--- config.mk ---
export PLATFORM = sky130hd
export DESIGN_NAME = xdma_req_dispatcher
export DESIGN_NICKNAME = d
export VERILOG_FILES = /design/src/rtl/xdma_req_dispatcher.sv
export SDC_FILE = /design/constraint.sdc
export NUM_CORES = 1
export LEC_CHECK = 0
export BUFFER_PORTS_ARGS = -buffer_cell sky130_fd_sc_hd__buf_2
export CAP_MARGIN = 20
export CELL_PAD_IN_SITES_DETAIL_PLACEMENT = 0
export CELL_PAD_IN_SITES_GLOBAL_PLACEMENT = 1
export CORE_MARGIN = 2
export CORE_UTILIZATION = 44
export CTS_BUF_LIST = sky130_fd_sc_hd__clkbuf_4 sky130_fd_sc_hd__clkbuf_8
export CTS_CLUSTER_SIZE = 24
export DETAILED_ROUTE_END_ITERATION = 6
export PLACE_DENSITY_LB_ADDON = 0.1
export SLEW_MARGIN = 20
export SYNTH_ARGS = -nofsm -noshare
export SYNTH_HDL_FRONTEND = slang
export SYNTH_SLANG_ARGS = --single-unit
--- constraint.sdc ---
create_clock -name clk_i -period 2.4 [get_ports clk_i]
set_clock_uncertainty 0.05 [all_clocks]
set_input_delay 0.12 -clock clk_i [delete_from_list [all_inputs] [get_ports clk_i]]
set_output_delay 0.12 -clock clk_i [all_outputs]
set_load 0.02 [all_outputs]
--- src/rtl/xdma_req_dispatcher.sv ---
// xdma_req_dispatcher
// Queues DMA write requests in a small FIFO and hands them one at a time to a
// downstream write-beat tracker: a one-cycle start pulse, a wait for the
// tracker's done pulse, then a completion handshake carrying the request ID.
// Zero-length requests skip the tracker and complete directly.
// Optional feature: define XDMA_DISPATCH_TIMEOUT_EN to build a watchdog that
// aborts a WAIT lasting TimeoutCycles and reports it with cmpl_err_o = 1.
module xdma_req_dispatcher #(
  parameter type         id_t            = logic,
  parameter type         len_t           = logic,
  parameter type         xdma_req_meta_t = logic,
  parameter int unsigned Depth           = 4,
  parameter int unsigned TimeoutCycles   = 1024
) (
  input  logic                   clk_i,
  input  logic                   rst_ni,
  input  xdma_req_meta_t         req_meta_i,
  input  logic                   req_valid_i,
  output logic                   req_ready_o,
  output xdma_req_meta_t         write_req_meta_o,
  output logic                   write_req_busy_o,
  input  logic                   write_req_done_i,
  output logic                   cmpl_valid_o,
  input  logic                   cmpl_ready_i,
  output id_t                    cmpl_id_o,
  output logic                   cmpl_err_o,
  output logic [$clog2(Depth):0] fifo_cnt_o
);

  localparam int unsigned PtrW  = $clog2(Depth);
  localparam int unsigned CntW  = PtrW + 1;
  localparam int unsigned IdW   = $bits(id_t);
  localparam int unsigned LenW  = $bits(len_t);
  localparam int unsigned MetaW = IdW + LenW;
  localparam int unsigned RawW  = $bits(xdma_req_meta_t);

  typedef enum logic [1:0] {
    S_IDLE,
    S_START,
    S_WAIT,
    S_REPORT
  } state_e;

  // ---------------------------------------------------------------------------
  // Request FIFO
  // ---------------------------------------------------------------------------
  xdma_req_meta_t  mem_q [Depth];
  logic [PtrW-1:0] wr_ptr_q, wr_ptr_d;
  logic [PtrW-1:0] rd_ptr_q, rd_ptr_d;
  logic [CntW-1:0] cnt_q, cnt_d;
  logic            push, pop, empty;

  xdma_req_meta_t  head;
  logic [RawW-1:0] head_raw;
  logic [MetaW-1:0] head_bits;
  logic [IdW-1:0]  head_id;
  logic [LenW-1:0] head_len;

  assign empty       = (cnt_q == '0);
  assign req_ready_o = (cnt_q < CntW'(Depth));
  assign push        = req_valid_i && req_ready_o;
  assign fifo_cnt_o  = cnt_q;

  // Head fields, with dma_id in the upper bits as laid out by the packed struct.
  assign head      = mem_q[rd_ptr_q];
  assign head_raw  = head;
  assign head_bits = MetaW'(head_raw);
  assign head_id   = head_bits[MetaW-1 -: IdW];
  assign head_len  = head_bits[LenW-1:0];

  assign write_req_meta_o = empty ? '0 : head;

  // Storage write on push.
  // NOTE: the storage array has no reset; nothing reads an entry before it is
  // written, and the empty-gated head output keeps stale data invisible.
  always_ff @(posedge clk_i) begin
    if (push) mem_q[wr_ptr_q] <= req_meta_i;
  end

  // FIFO pointer and occupancy next-state; pointers wrap naturally (power-of-2 Depth).
  always_comb begin
    wr_ptr_d = wr_ptr_q;
    rd_ptr_d = rd_ptr_q;
    cnt_d    = cnt_q;
    if (push) wr_ptr_d = wr_ptr_q + 1'b1;
    if (pop)  rd_ptr_d = rd_ptr_q + 1'b1;
    unique case ({push, pop})
      2'b10:   cnt_d = cnt_q + 1'b1;
      2'b01:   cnt_d = cnt_q - 1'b1;
      default: cnt_d = cnt_q;
    endcase
  end

  // FIFO pointer and occupancy registers.
  // NOTE: sequential state uses non-blocking assignments so every register
  // samples the pre-edge values regardless of statement order.
  always_ff @(posedge clk_i or negedge rst_ni) begin
    if (!rst_ni) begin
      wr_ptr_q <= '0;
      rd_ptr_q <= '0;
      cnt_q    <= '0;
    end else begin
      wr_ptr_q <= wr_ptr_d;
      rd_ptr_q <= rd_ptr_d;
      cnt_q    <= cnt_d;
    end
  end

  // ---------------------------------------------------------------------------
  // Dispatch FSM
  // ---------------------------------------------------------------------------
  state_e state_q, state_d;
  id_t    cmpl_id_q, cmpl_id_d;
  logic   zero_len_q, zero_len_d;
  logic   err_q, err_d;

`ifdef XDMA_DISPATCH_TIMEOUT_EN
  localparam int unsigned WdW = $clog2(TimeoutCycles) + 1;
  logic [WdW-1:0] wd_q, wd_d;
`endif

  // Next-state and pop decision; a head is popped on done (or timeout), or on
  // the completion handshake when it was a zero-length request.
  // NOTE: every signal gets a default first so no path leaves one unassigned
  // (which would infer a latch).
  always_comb begin
    state_d    = state_q;
    cmpl_id_d  = cmpl_id_q;
    zero_len_d = zero_len_q;
    err_d      = err_q;
    pop        = 1'b0;
`ifdef XDMA_DISPATCH_TIMEOUT_EN
    wd_d       = wd_q;
`endif
    unique case (state_q)
      S_IDLE: begin
        if (!empty) begin
          if (head_len == '0) begin
            cmpl_id_d  = id_t'(head_id);
            err_d      = 1'b0;
            zero_len_d = 1'b1;
            state_d    = S_REPORT;
          end else begin
            zero_len_d = 1'b0;
            state_d    = S_START;
          end
        end
      end
      S_START: begin
        state_d = S_WAIT;
`ifdef XDMA_DISPATCH_TIMEOUT_EN
        wd_d    = '0;
`endif
      end
      S_WAIT: begin
        if (write_req_done_i) begin
          pop       = 1'b1;
          cmpl_id_d = id_t'(head_id);
          err_d     = 1'b0;
          state_d   = S_REPORT;
`ifdef XDMA_DISPATCH_TIMEOUT_EN
        end else if (wd_q == WdW'(TimeoutCycles - 1)) begin
          pop       = 1'b1;
          cmpl_id_d = id_t'(head_id);
          err_d     = 1'b1;
          state_d   = S_REPORT;
        end else begin
          wd_d = wd_q + 1'b1;
`endif
        end
      end
      S_REPORT: begin
        if (cmpl_ready_i) begin
          pop     = zero_len_q;
          state_d = S_IDLE;
        end
      end
      default: state_d = S_IDLE;
    endcase
  end

  // FSM and completion registers.
  always_ff @(posedge clk_i or negedge rst_ni) begin
    if (!rst_ni) begin
      state_q    <= S_IDLE;
      cmpl_id_q  <= '0;
      zero_len_q <= 1'b0;
      err_q      <= 1'b0;
    end else begin
      state_q    <= state_d;
      cmpl_id_q  <= cmpl_id_d;
      zero_len_q <= zero_len_d;
      err_q      <= err_d;
    end
  end

`ifdef XDMA_DISPATCH_TIMEOUT_EN
  // Watchdog counter, cleared on entry to WAIT.
  always_ff @(posedge clk_i or negedge rst_ni) begin
    if (!rst_ni) wd_q <= '0;
    else         wd_q <= wd_d;
  end
  assign cmpl_err_o = err_q;
`else
  // Without the watchdog no error can be reported.
  logic unused_timeout;
  logic unused_err;
  assign unused_timeout = ^TimeoutCycles;
  assign unused_err     = err_q;
  assign cmpl_err_o     = 1'b0;
`endif

  assign write_req_busy_o = (state_q == S_START);
  assign cmpl_valid_o     = (state_q == S_REPORT);
  assign cmpl_id_o        = cmpl_id_q;

endmodule

==> results.sh <==
export IMPL_netlist_area_um2=795
export IMPL_fin_area_um2=925
export IMPL_wl_um=1170
export IMPL_drc_errors=0
export IMPL_crit_path_max_fanout=4
export IMPL_maxCapViolCount=0
export IMPL_post_route_min_period_ns=2.10
export IMPL_crit_chain="inv_1 > ha_1 > a32o_1 > ha_1 > inv_1 > fa_1 > xor2_1 > nor2_1 > xnor2_1"
export IMPL_finalCritPeriodShare_pct=87.3
export IMPL_final_common_cell="buf_2"
export IMPL_worst_setup_path_end_kind="flop"
export IMPL_synthCells=70
export IMPL_arrival_ns=2.25
export IMPL_start_kind="flop"
export IMPL_layout_common_cells="buf_2 (12), inv_1 (11), ha_1 (10), dfrtp_1 (10)"
export IMPL_routed_via_count=491
export IMPL_portBuffers=12
export IMPL_outcome="finished, final reports clean"
export IMPL_place_gp_congestion=0.683
export IMPL_h_tree_depth=1
export IMPL_grt_max_degree=11
export IMPL_area_delta_synth_final_pct=16.4
export IMPL_drv_slew=0
export IMPL_hold_class="primary input to asynchronous set/reset pin"
export IMPL_critical_path_required_ns=2.55
export IMPL_yosys_cell_types_count=24
export IMPL_ys_warn_count=0
export IMPL_first_global_vias=491
export IMPL_dpl_cell_area_um2=878
export IMPL_n_antenna_cell=0
export IMPL_layout_drive_gt1_share_pct=21.8
export IMPL_setup_tns_ns=0
export IMPL_crit_slowest_cell="dfrtp_1"
export IMPL_slowest_delay_ns=0.40
export IMPL_fmax_ghz=0.477
export IMPL_drtIter0Drc=15
export IMPL_power_leakage_nw=0.452
export IMPL_worst_slack_ns=0.304
export IMPL_insertion_delay_ns=0.27
export IMPL_grt_pass1_wl_um=1980
export IMPL_regArea_um2=370
export IMPL_dr_pass1_iters=4
export IMPL_worst_path_buf_inv=2
export IMPL_cts_tree="built"
export IMPL_io_pins=15
export IMPL_synth_seq_cells=14
export IMPL_yosysSeqAreaShare_pct=46.6
export IMPL_place_ws_ns=0.302
export IMPL_crit_family="adder cells"
export IMPL_drt_antenna_violating_nets=0
export IMPL_antenna_found_initial=0
export IMPL_root_buffer="clkbuf_4"
export IMPL_vdd_drop_max_mv=0.632
export IMPL_dp_hpwl_um=917
export IMPL_wire_per_inst_um=10.4
export IMPL_die_y_um=46.5
export IMPL_fin_nets=105
export IMPL_grt_use_total_pct=13.8
export IMPL_numPlacedInstances=106
export IMPL_rsz0062_at_grt="no"
export IMPL_clockBufferDepth=2
export IMPL_clkTransAtPathRegs_ns=0.08
export IMPL_ctsResizeCount=0
export IMPL_fillers=167
export IMPL_start_util_pct=46.5
export IMPL_core_area_mm2=0.00171
export IMPL_vias_per_cell=4.38
export IMPL_synth_area_per_cell_um2=11.4
export IMPL_numCtsBuffers=3
export IMPL_die_area_mm2=0.00216
export IMPL_cts_sinks=14
export IMPL_rows=15
export IMPL_setup_viol=0
export IMPL_gr_total_overflow=0
export IMPL_die_w_um=46.5
export IMPL_crit_type="flop to flop"
export IMPL_multi_input_comb_area_um2=368
export IMPL_final_cells=112
export IMPL_hold_viol=0
export IMPL_power_density_mw_per_mm2=1280
per-stage QoR:
step / hold slack (ns) / util (%) / power, mW
after global routing: 0.202 / 54.1 / 1.31
after detailed placement: -0.0464 / 51.4 / 1.06
after CTS: 0.180 / 54.1 / 1.20
after global placement: -0.0502 / 51.4 / 1.04
final: 0.181 / 54.1 / 1.18
after floorplan: -0.226 / - / 0.908
registers in the layout, summed over array words and instances (netlist names):
name        flops
mem_q           4
fifo_cnt_o      3
state_q         2
wr_ptr_q        2
rd_ptr_q        2
zero_len_q      1
logic make-up (layout without fill, tap and decap cells):
| group | count (synthesis) | in the layout | share of synthesized area [%] |
|---|---|---|---|
| other | 1 | 2 | 0.472 |
| AND/OR/NAND/NOR | 14 | 14 | 8.98 |
| adder cells (fa/ha/maj) | 11 | 11 | 18.3 |
| buffers and inverters | 14 | 30 | 7.56 |
| flip-flops | 14 | 14 | 46.6 |
| AO/OA/AOI/OAI | 7 | 7 | 5.98 |
| XOR/XNOR | 6 | 6 | 6.61 |
| multiplexers | 3 | 3 | 5.51 |
repair_timing:
| item | CTS | global route |
|---|---|---|
| hold buffers | 2 | 0 |
| endpoints found under the hold margin | 14 | 0 |
| buffers inserted | 0 | 0 |
routing by layer:
metal / share of wire (%) / wire, um / global-route usage (%)
met3: 5.6 / 65 / 2.35
met4: 1.1 / 13 / 10.3
met2: 44 / 510 / 20.0
met5: 0 / 0 / 0
met1: 50 / 580 / 18.1
layout make-up:
class | count | share of cell area [%]
Clock inverter | 1 | 0.406
Sequential cell | 14 | 40.1
Inverter | 11 | 4.47
Timing Repair Buffer | 15 | 9.47
Multi-Input combinational cell | 43 | 39.8
Tap cell | 25 | 3.38
Clock buffer | 3 | 2.44
final timing paths:
check,cells past startpoint,from,endpoint,slack [ns]
max,9,state_q[0]$_DFFE_PN0P_,fifo_cnt_o[2]$_DFFE_PN0P_,0.30
max in group asynchronous,2,rst_ni,state_q[1]$_DFFE_PN0P_,1.92
min,2,rst_ni,rd_ptr_q[1]$_DFFE_PN0P_,0.18
min reg2reg,1,rd_ptr_q[1]$_DFFE_PN0P_,rd_ptr_q[1]$_DFFE_PN0P_,0.44
max reg2reg,9,state_q[0]$_DFFE_PN0P_,fifo_cnt_o[2]$_DFFE_PN0P_,0.30
min in group clk_i,3,write_req_done_i,rd_ptr_q[0]$_DFFE_PN0P_,0.20
power breakdown:
part / switching [mW] / leakage [nW] / total, mW / internal [mW]
clock network: 0.0716 / 0.0154 / 0.132 / 0.0602
registers: 0.0871 / 0.155 / 0.436 / 0.349
logic: 0.340 / 0.281 / 0.613 / 0.273
total: 0.499 / 0.452 / 1.18 / 0.682
Yosys cell counts:
cell type   n  share of area (%)
inv_1      11                5.2
dfrtp_1    10                 31
ha_1       10                 16
and2_1      4                3.1
edfxtp_1    4                 15
nand2_1     4                1.9
xnor2_1     4                4.4
nor2_1      3                1.4
o21ai_0     3                1.9
buf_4       2                1.9
xor2_1      2                2.2
a21oi_1     1               0.63
a222oi_1    1                1.3
a32o_1      1                1.3
and2b_2     1                1.1
clkbuf_1    1               0.47
conb_1      1               0.47
fa_1        1                2.5
mux2_2      1                1.4
mux2i_1     1                1.3
mux4_2      1                2.8
nor2b_1     1               0.79
nor3_1      1               0.63
o31ai_1     1               0.95
No activity file was read; power rests on OpenSTA's default activity.
